`src/rtl/wb_stream_pkg.sv`:
```
// Shared constants for the Wishbone stream writer:
// CSR map, CTRL bits, FSM encoding and cycle-type codes.
package wb_stream_pkg;

    localparam logic [9:0] CSR_BASE    = 10'd0;
    localparam logic [9:0] CSR_COUNT   = 10'd1;
    localparam logic [9:0] CSR_CTRL    = 10'd2;
    localparam logic [9:0] CSR_WRITTEN = 10'd3;

    localparam int CTRL_START = 0;
    localparam int CTRL_BUSY  = 1;
    localparam int CTRL_DONE  = 2;
    localparam int CTRL_ABORT = 3;

    localparam logic [2:0] CTI_CLASSIC = 3'b000;
    localparam logic [2:0] CTI_INC     = 3'b010;
    localparam logic [2:0] CTI_EOB     = 3'b111;

    typedef enum logic [1:0] {
        ST_IDLE  = 2'd0,
        ST_FILL  = 2'd1,
        ST_BURST = 2'd2,
        ST_GAP   = 2'd3
    } state_t;

endpackage

```
`src/rtl/wb_stream_fifo.sv`:
```
// Word FIFO between the stream port and the Wishbone master.
// A pop frees a slot in the same cycle, so push-while-full works with a pop.
module wb_stream_fifo
    import wb_stream_pkg::*;
#(
    parameter int depth_log2 = 4
) (
    input  logic                  clk,
    input  logic                  rst_n,
    input  logic                  push,
    input  logic                  pop,
    input  logic                  flush,
    input  logic [31:0]           din,
    output logic [31:0]           dout,
    output logic                  full,
    output logic                  empty,
    output logic [depth_log2:0]   level
);

    localparam int depth = 2 ** depth_log2;

    logic [31:0]           mem [depth];
    logic [depth_log2-1:0] wr_ptr;
    logic [depth_log2-1:0] rd_ptr;
    logic                  do_push;
    logic                  do_pop;

    assign full    = level[depth_log2];
    assign empty   = (level == '0);
    assign do_pop  = pop && !empty;
    assign do_push = push && (!full || do_pop);
    assign dout    = mem[rd_ptr];

    always_ff @(posedge clk) begin
        if (do_push) mem[wr_ptr] <= din;
    end

    always_ff @(posedge clk or negedge rst_n) begin
        if (!rst_n) begin
            wr_ptr <= '0;
            rd_ptr <= '0;
            level  <= '0;
        end else if (flush) begin
            wr_ptr <= '0;
            rd_ptr <= '0;
            level  <= '0;
        end else begin
            if (do_push) wr_ptr <= wr_ptr + 1'b1;
            if (do_pop)  rd_ptr <= rd_ptr + 1'b1;
            level <= level + {{depth_log2{1'b0}}, do_push}
                           - {{depth_log2{1'b0}}, do_pop};
        end
    end

endmodule

```
`src/rtl/wb_stream_writer.sv`:
```
// Stream-to-Wishbone writer: buffers stream words and writes them
// as incrementing bursts starting at a CSR-programmed base address.
module wb_stream_writer
    import wb_stream_pkg::*;
#(
    parameter logic [3:0] csr_addr        = 4'h2,
    parameter int         fifo_depth_log2 = 4
) (
    input  logic        sys_clk,
    input  logic        sys_rst_n,
    input  logic [13:0] csr_a,
    input  logic        csr_we,
    input  logic [31:0] csr_di,
    output logic [31:0] csr_do,
    output logic        irq,
    input  logic [31:0] st_dat_i,
    input  logic        st_stb_i,
    output logic        st_ack_o,
    output logic [31:0] wb_adr_o,
    output logic [31:0] wb_dat_o,
    output logic [3:0]  wb_sel_o,
    output logic [2:0]  wb_cti_o,
    output logic        wb_we_o,
    output logic        wb_cyc_o,
    output logic        wb_stb_o,
    input  logic        wb_ack_i
);

    state_t state, state_d;

    logic [31:0] base, ptr, rd_data, fifo_dout;
    logic [15:0] count, len, remaining, written, accepted;
    logic        done, abort_pend, fresh;
    logic [2:0]  cti_q, cti_now;
    logic        csr_sel, csr_wr, start_wr, abort_wr, clr_done;
    logic        push, pop, flush, finish, beat_done, busy, burst;
    logic        fifo_full, fifo_empty;
    logic [fifo_depth_log2:0] level;

    assign csr_sel  = (csr_a[13:10] == csr_addr);
    assign csr_wr   = csr_sel && csr_we;
    assign start_wr = csr_wr && csr_a[9:0] == CSR_CTRL && csr_di[CTRL_START];
    assign abort_wr = csr_wr && csr_a[9:0] == CSR_CTRL && csr_di[CTRL_ABORT];
    assign clr_done = csr_wr && csr_a[9:0] == CSR_CTRL && csr_di[CTRL_DONE];

    assign busy     = (state != ST_IDLE);
    assign burst    = (state == ST_BURST);
    assign st_ack_o = busy && !fifo_full && (accepted < len);
    assign push     = st_stb_i && st_ack_o;

    wb_stream_fifo #(
        .depth_log2(fifo_depth_log2)
    ) u_fifo (
        .clk   (sys_clk),
        .rst_n (sys_rst_n),
        .push  (push),
        .pop   (pop),
        .flush (flush),
        .din   (st_dat_i),
        .dout  (fifo_dout),
        .full  (fifo_full),
        .empty (fifo_empty),
        .level (level)
    );

    // Cycle type is decided on the first cycle of a beat, then held.
    assign cti_now = (remaining == 16'd1 ||
                      level == {{fifo_depth_log2{1'b0}}, 1'b1})
                     ? CTI_EOB : CTI_INC;

    assign wb_cyc_o = burst;
    assign wb_stb_o = burst;
    assign wb_we_o  = burst;
    assign wb_sel_o = burst ? 4'hf : 4'h0;
    assign wb_adr_o = burst ? ptr : 32'h0;
    assign wb_dat_o = burst ? fifo_dout : 32'h0;
    assign wb_cti_o = !burst ? CTI_CLASSIC : (fresh ? cti_now : cti_q);

    always_ff @(posedge sys_clk or negedge sys_rst_n) begin
        if (!sys_rst_n) state <= ST_IDLE;
        else            state <= state_d;
    end

    always_comb begin
        state_d   = state;
        pop       = 1'b0;
        flush     = 1'b0;
        finish    = 1'b0;
        beat_done = 1'b0;
        unique case (state)
            ST_IDLE: begin
                if (start_wr) state_d = ST_FILL;
            end
            ST_FILL: begin
                if (abort_wr) begin
                    state_d = ST_IDLE;
                    flush   = 1'b1;
                end else if (remaining == '0) begin
                    state_d = ST_IDLE;
                    finish  = 1'b1;
                end else if (!fifo_empty) begin
                    state_d = ST_BURST;
                end
            end
            ST_BURST: begin
                if (wb_ack_i) begin
                    pop       = 1'b1;
                    beat_done = 1'b1;
                    if (abort_pend || abort_wr) begin
                        state_d = ST_IDLE;
                        flush   = 1'b1;
                    end else if (wb_cti_o == CTI_EOB) begin
                        state_d = ST_GAP;
                    end
                end
            end
            ST_GAP: begin
                if (remaining == '0) begin
                    state_d = ST_IDLE;
                    finish  = 1'b1;
                end else if (abort_wr) begin
                    state_d = ST_IDLE;
                    flush   = 1'b1;
                end else begin
                    state_d = ST_FILL;
                end
            end
            default: state_d = ST_IDLE;
        endcase
    end

    always_comb begin
        rd_data = '0;
        case (csr_a[9:0])
            CSR_BASE:    rd_data = base;
            CSR_COUNT:   rd_data = {16'h0, count};
            CSR_CTRL: begin
                rd_data[CTRL_BUSY] = busy;
                rd_data[CTRL_DONE] = done;
            end
            CSR_WRITTEN: rd_data = {16'h0, written};
            default:     rd_data = '0;
        endcase
    end

    always_ff @(posedge sys_clk or negedge sys_rst_n) begin
        if (!sys_rst_n) begin
            base       <= '0;
            count      <= '0;
            ptr        <= '0;
            len        <= '0;
            remaining  <= '0;
            written    <= '0;
            accepted   <= '0;
            done       <= 1'b0;
            irq        <= 1'b0;
            abort_pend <= 1'b0;
            fresh      <= 1'b0;
            cti_q      <= CTI_CLASSIC;
            csr_do     <= '0;
        end else begin
            if (csr_wr && csr_a[9:0] == CSR_BASE)
                base <= {csr_di[31:2], 2'b00};
            if (csr_wr && csr_a[9:0] == CSR_COUNT)
                count <= csr_di[15:0];
            if (start_wr && !busy) begin
                ptr       <= base;
                remaining <= count;
                len       <= count;
                written   <= '0;
                accepted  <= '0;
            end else begin
                if (beat_done) begin
                    ptr       <= ptr + 32'd4;
                    remaining <= remaining - 16'd1;
                    written   <= written + 16'd1;
                end
                if (push) accepted <= accepted + 16'd1;
            end
            if (finish)        done <= 1'b1;
            else if (clr_done) done <= 1'b0;
            irq        <= finish;
            abort_pend <= burst && state_d == ST_BURST
                          && (abort_pend || abort_wr);
            fresh      <= state_d == ST_BURST && (!burst || beat_done);
            cti_q      <= wb_cti_o;
            csr_do     <= csr_sel ? rd_data : 32'h0;
        end
    end

endmodule

```
`config.mk`:
```
export PLATFORM = sky130hd
export DESIGN_NAME = wb_stream_writer
export DESIGN_NICKNAME = d
export VERILOG_FILES = /design/src/rtl/wb_stream_pkg.sv /design/src/rtl/wb_stream_fifo.sv /design/src/rtl/wb_stream_writer.sv
export SDC_FILE = /design/constraint.sdc
export NUM_CORES = 1
export LEC_CHECK = 0
export ABC_CLOCK_PERIOD_IN_PS = 3100
export CAP_MARGIN = 20
export CELL_PAD_IN_SITES_DETAIL_PLACEMENT = 1
export CELL_PAD_IN_SITES_GLOBAL_PLACEMENT = 2
export CORE_UTILIZATION = 41
export CTS_BUF_LIST = sky130_fd_sc_hd__clkbuf_4
export DETAILED_ROUTE_END_ITERATION = 6
export HOLD_SLACK_MARGIN = 0.03
export PLACE_DENSITY = 0.86
export RECOVER_POWER = 25
export SLEW_MARGIN = 10
export SYNTH_ARGS = -nofsm -noshare
export SYNTH_HDL_FRONTEND = slang
export SYNTH_SLANG_ARGS = --single-unit
```
`constraint.sdc`:
```
create_clock -name sys_clk -period 3.1 [get_ports sys_clk]
set_input_delay 0.465 -clock sys_clk [delete_from_list [all_inputs] [get_ports sys_clk]]
set_output_delay 0.465 -clock sys_clk [all_outputs]
set_load 0.01 [all_outputs]
```
==> impl_metrics.toml <==
[cts]
cts_root_buf = "clkbuf_4"
cts_buffers = 182
h-tree-depth = 4
cts_tree = "built"
clkSinkCount = 706
clockBufferDepth = 3
insertion_delay_ps = 1030
path_clk_slew_ps = 80

[global_routing]
track_usage_pct = 24.7
antenna_found_initial = 11
grt_pass1_vias = 20200
grt_pass1_wl_um = 130000
grt-ovfl-total = 0
grt_max_degree = 61

[pwr]
peakVddDrop_mv = 0.556
power_density_nw_per_um2 = 803
p_leak_nw = 14.0

[synth]
ys.flop_type = "edfxtp_1"
synth_area_leaders = "edfxtp_1 (53%), dfrtp_1 (17%), mux4_2 (12%), and2_1 (2.0%), mux2_2 (1.8%)"
ys_types = 76
synth.avg_cell_area_um2 = 16.8
synth_top_area_share_pct = 52.6
synth_edf_count = 512
yosysSeqAreaShare_pct = 69.2
synth_area_leader_cell = "edfxtp_1"
synth_cells = 1741
synth_seq_cells = 706
syn_area_um2 = 29200
ys.warnings.count = 0
async_flop_share_pct = 27.5

[sta]
rsz0062_at_grt = "yes"
max_freq_mhz = 269
setup_ws_ps = -613
hold_violations = 0
timing.final.crit_share_pct = 120
tightest_slew_ps = 665
skew_ps = 79.7
fin_tns_setup_ps = -17020
finalCriticalPeriod_ps = 3710
setup_viol = 42
slew_viol_final = 0
slew_headroom_pct = 55.5

[run_status]
violations = "negative setup slack"
outcome = "finished with violations"

[final_layout]
mostFrequentLayoutCell = "edfxtp_1"
nets = 2329
drive_above_1_share_pct = 34.1
area_growth_syn_to_layout_pct = 27.8
stdcell_area_um2 = 37300
mostFrequentLayoutCells = "edfxtp_1 (512), clkbuf_4 (255), dfrtp_1 (188)"

[floorplan]
core_area_um2 = 70300
dieArea_um2 = 72300
die_height_um = 269
rows = 97
boundaryPins = 191
start_util_pct = 41.6
die_w_um = 269

[critical_path]
crit_type = "flip-flop to primary output"
endpoint_kind = "primary output"
arrival_ps = 3250
worstPathRequired_ps = 2630
cp-start-kind = "flip-flop"
critPathMaxFanout = 8

[placed_design]
dp_hpwl_um = 49000
place_ws_ps = 49.0
port-buffer-count = 188
gp_congestion = 0.821
placed_cell_area_um2 = 33300

[detailed_routing]
drc_errors = 0
avgRoutedWirePerCell_um = 27.4
routed_wl_um = 90400
via_per_inst = 5.73
vias = 18900
drtPass1Iterations = 5
ant_nets = 0
drt_iter0_drc = 1814

[hold_path]
hold_class = "input pin to flip-flop"

[flow_run]
maxCapViolCount = 0
## what timing repair did
action                                 in CTS  in global routing
hold buffers                               17                  0
setup endpoints to repair                  73                295
cloned                                     12                  7
pin swaps                                  35                 17
endpoints found under the hold margin     193                  0
resized for setup                         297                 54
setup buffers                              51                  8
## cell usage after synthesis (3+ instances only)
library cell	n
o211ai_1	15
and3_1	23
nand3_1	44
buf_4	12
a211o_1	3
nor4_1	8
nand4_1	20
inv_1	37
ha_1	31
o31ai_1	5
a221o_1	6
nor3_1	13
and4_1	7
and2_1	92
nor2_1	95
xnor2_1	12
edfxtp_1	512
buf_1	9
buf_2	26
a31oi_1	19
clkbuf_1	44
o21ai_0	56
a21o_1	3
mux2_2	46
or4_1	10
nor3b_1	3
o311ai_0	8
dfrtp_1	194
nand2b_1	3
a22oi_1	16
a21oi_1	35
nand2_1	97
mux4_2	161
xor2_1	12
or3_1	10
## layer usage
layer	vias to the layer above	GRT usage (%)	part of all wire [%]
met2	1090	40.9	50
met5	-	0	0.075
li1	7874	-	-
met4	12	10.3	2.4
met3	180	5.58	8.5
met1	9790	31.5	39
## worst paths after layout
| kind | endpoint | cells after the start | start | slack [ps] |
|---|---|---|---|---|
| worst max-delay path | wb_dat_o[14] | 7 | u_fifo.rd_ptr[0]$_DFFE_PN0P_ | -610 |
| worst min-delay path | base[30]$_DFFE_PN0P_ | 2 | csr_di[30] | 170 |
| worst max register to register | u_fifo.mem[0][1]$_DFFE_PP_ | 11 | accepted[11]$_DFFE_PN0P_ | -10 |
| worst min register to register | ptr[23]$_DFFE_PN0N_ | 2 | base[23]$_DFFE_PN0P_ | 480 |
| max in group asynchronous | base[28]$_DFFE_PN0P_ | 4 | sys_rst_n | 1850 |
| min in group asynchronous | count[2]$_DFFE_PN0P_ | 3 | sys_rst_n | 570 |
## power by group
group	internal, W	total (W)	leakage, nW	switching, W
Combinational	0.00565	0.0103	5.41	0.00462
Clock	0.00421	0.00851	1.41	0.00430
Sequential	0.0107	0.0112	7.16	0.000518
Total	0.0205	0.0300	14.0	0.00944
## metrics by stage
| stage | hold slack [ps] | std cells | power, W | util (%) |
|---|---|---|---|---|
| CTS | 31.0 | 3292 | 0.0296 | 52.7 |
| global placement | 464 | 2880 | 0.0190 | 47.4 |
| global route | 76.5 | 3306 | 0.0312 | 53.1 |
| detailed placement | 474 | 2880 | 0.0193 | 47.4 |
| floorplan | 169 | 1742 | 0.0161 | - |
| finish | 173 | 3306 | 0.0300 | 53.1 |
## cell families after synthesis
family | synth area share [%]
buffers and inverters | 2.07
and+or+nand+nor | 8.11
other | 0.0128
AOI/OAI and AO/OA | 4.19
DFF | 69.2
muxes | 14.3
xor gates and xnor gates | 0.719
adders and majority gates | 1.40
## flip-flops by register name, summed over array words and instances, names as in the netlist, 30 cells and up
register,cells
csr_do,32
base,30
ptr,30
u_fifo.mem,512
## critical path, stage by stage, from the launching register on
cell and delay [ps]:
dfrtp_4 500, buf_12 180, buf_16 140, buf_12 140, mux4_2 550, mux4_2 490, and2_4 160, buf_6 120
## cell type report
type                       instances  area, µm²
timing repair buffer             382       4710
sequential                       706      20200
inverter                          39        151
multi-input combinational        903       8640
tap                              940       1180
clock buffer                     255       1910
antenna                            4       10.0
fill                            6637      32900
clock inverter                    77        497
Note: power is estimated with default switching activity, not from simulation.
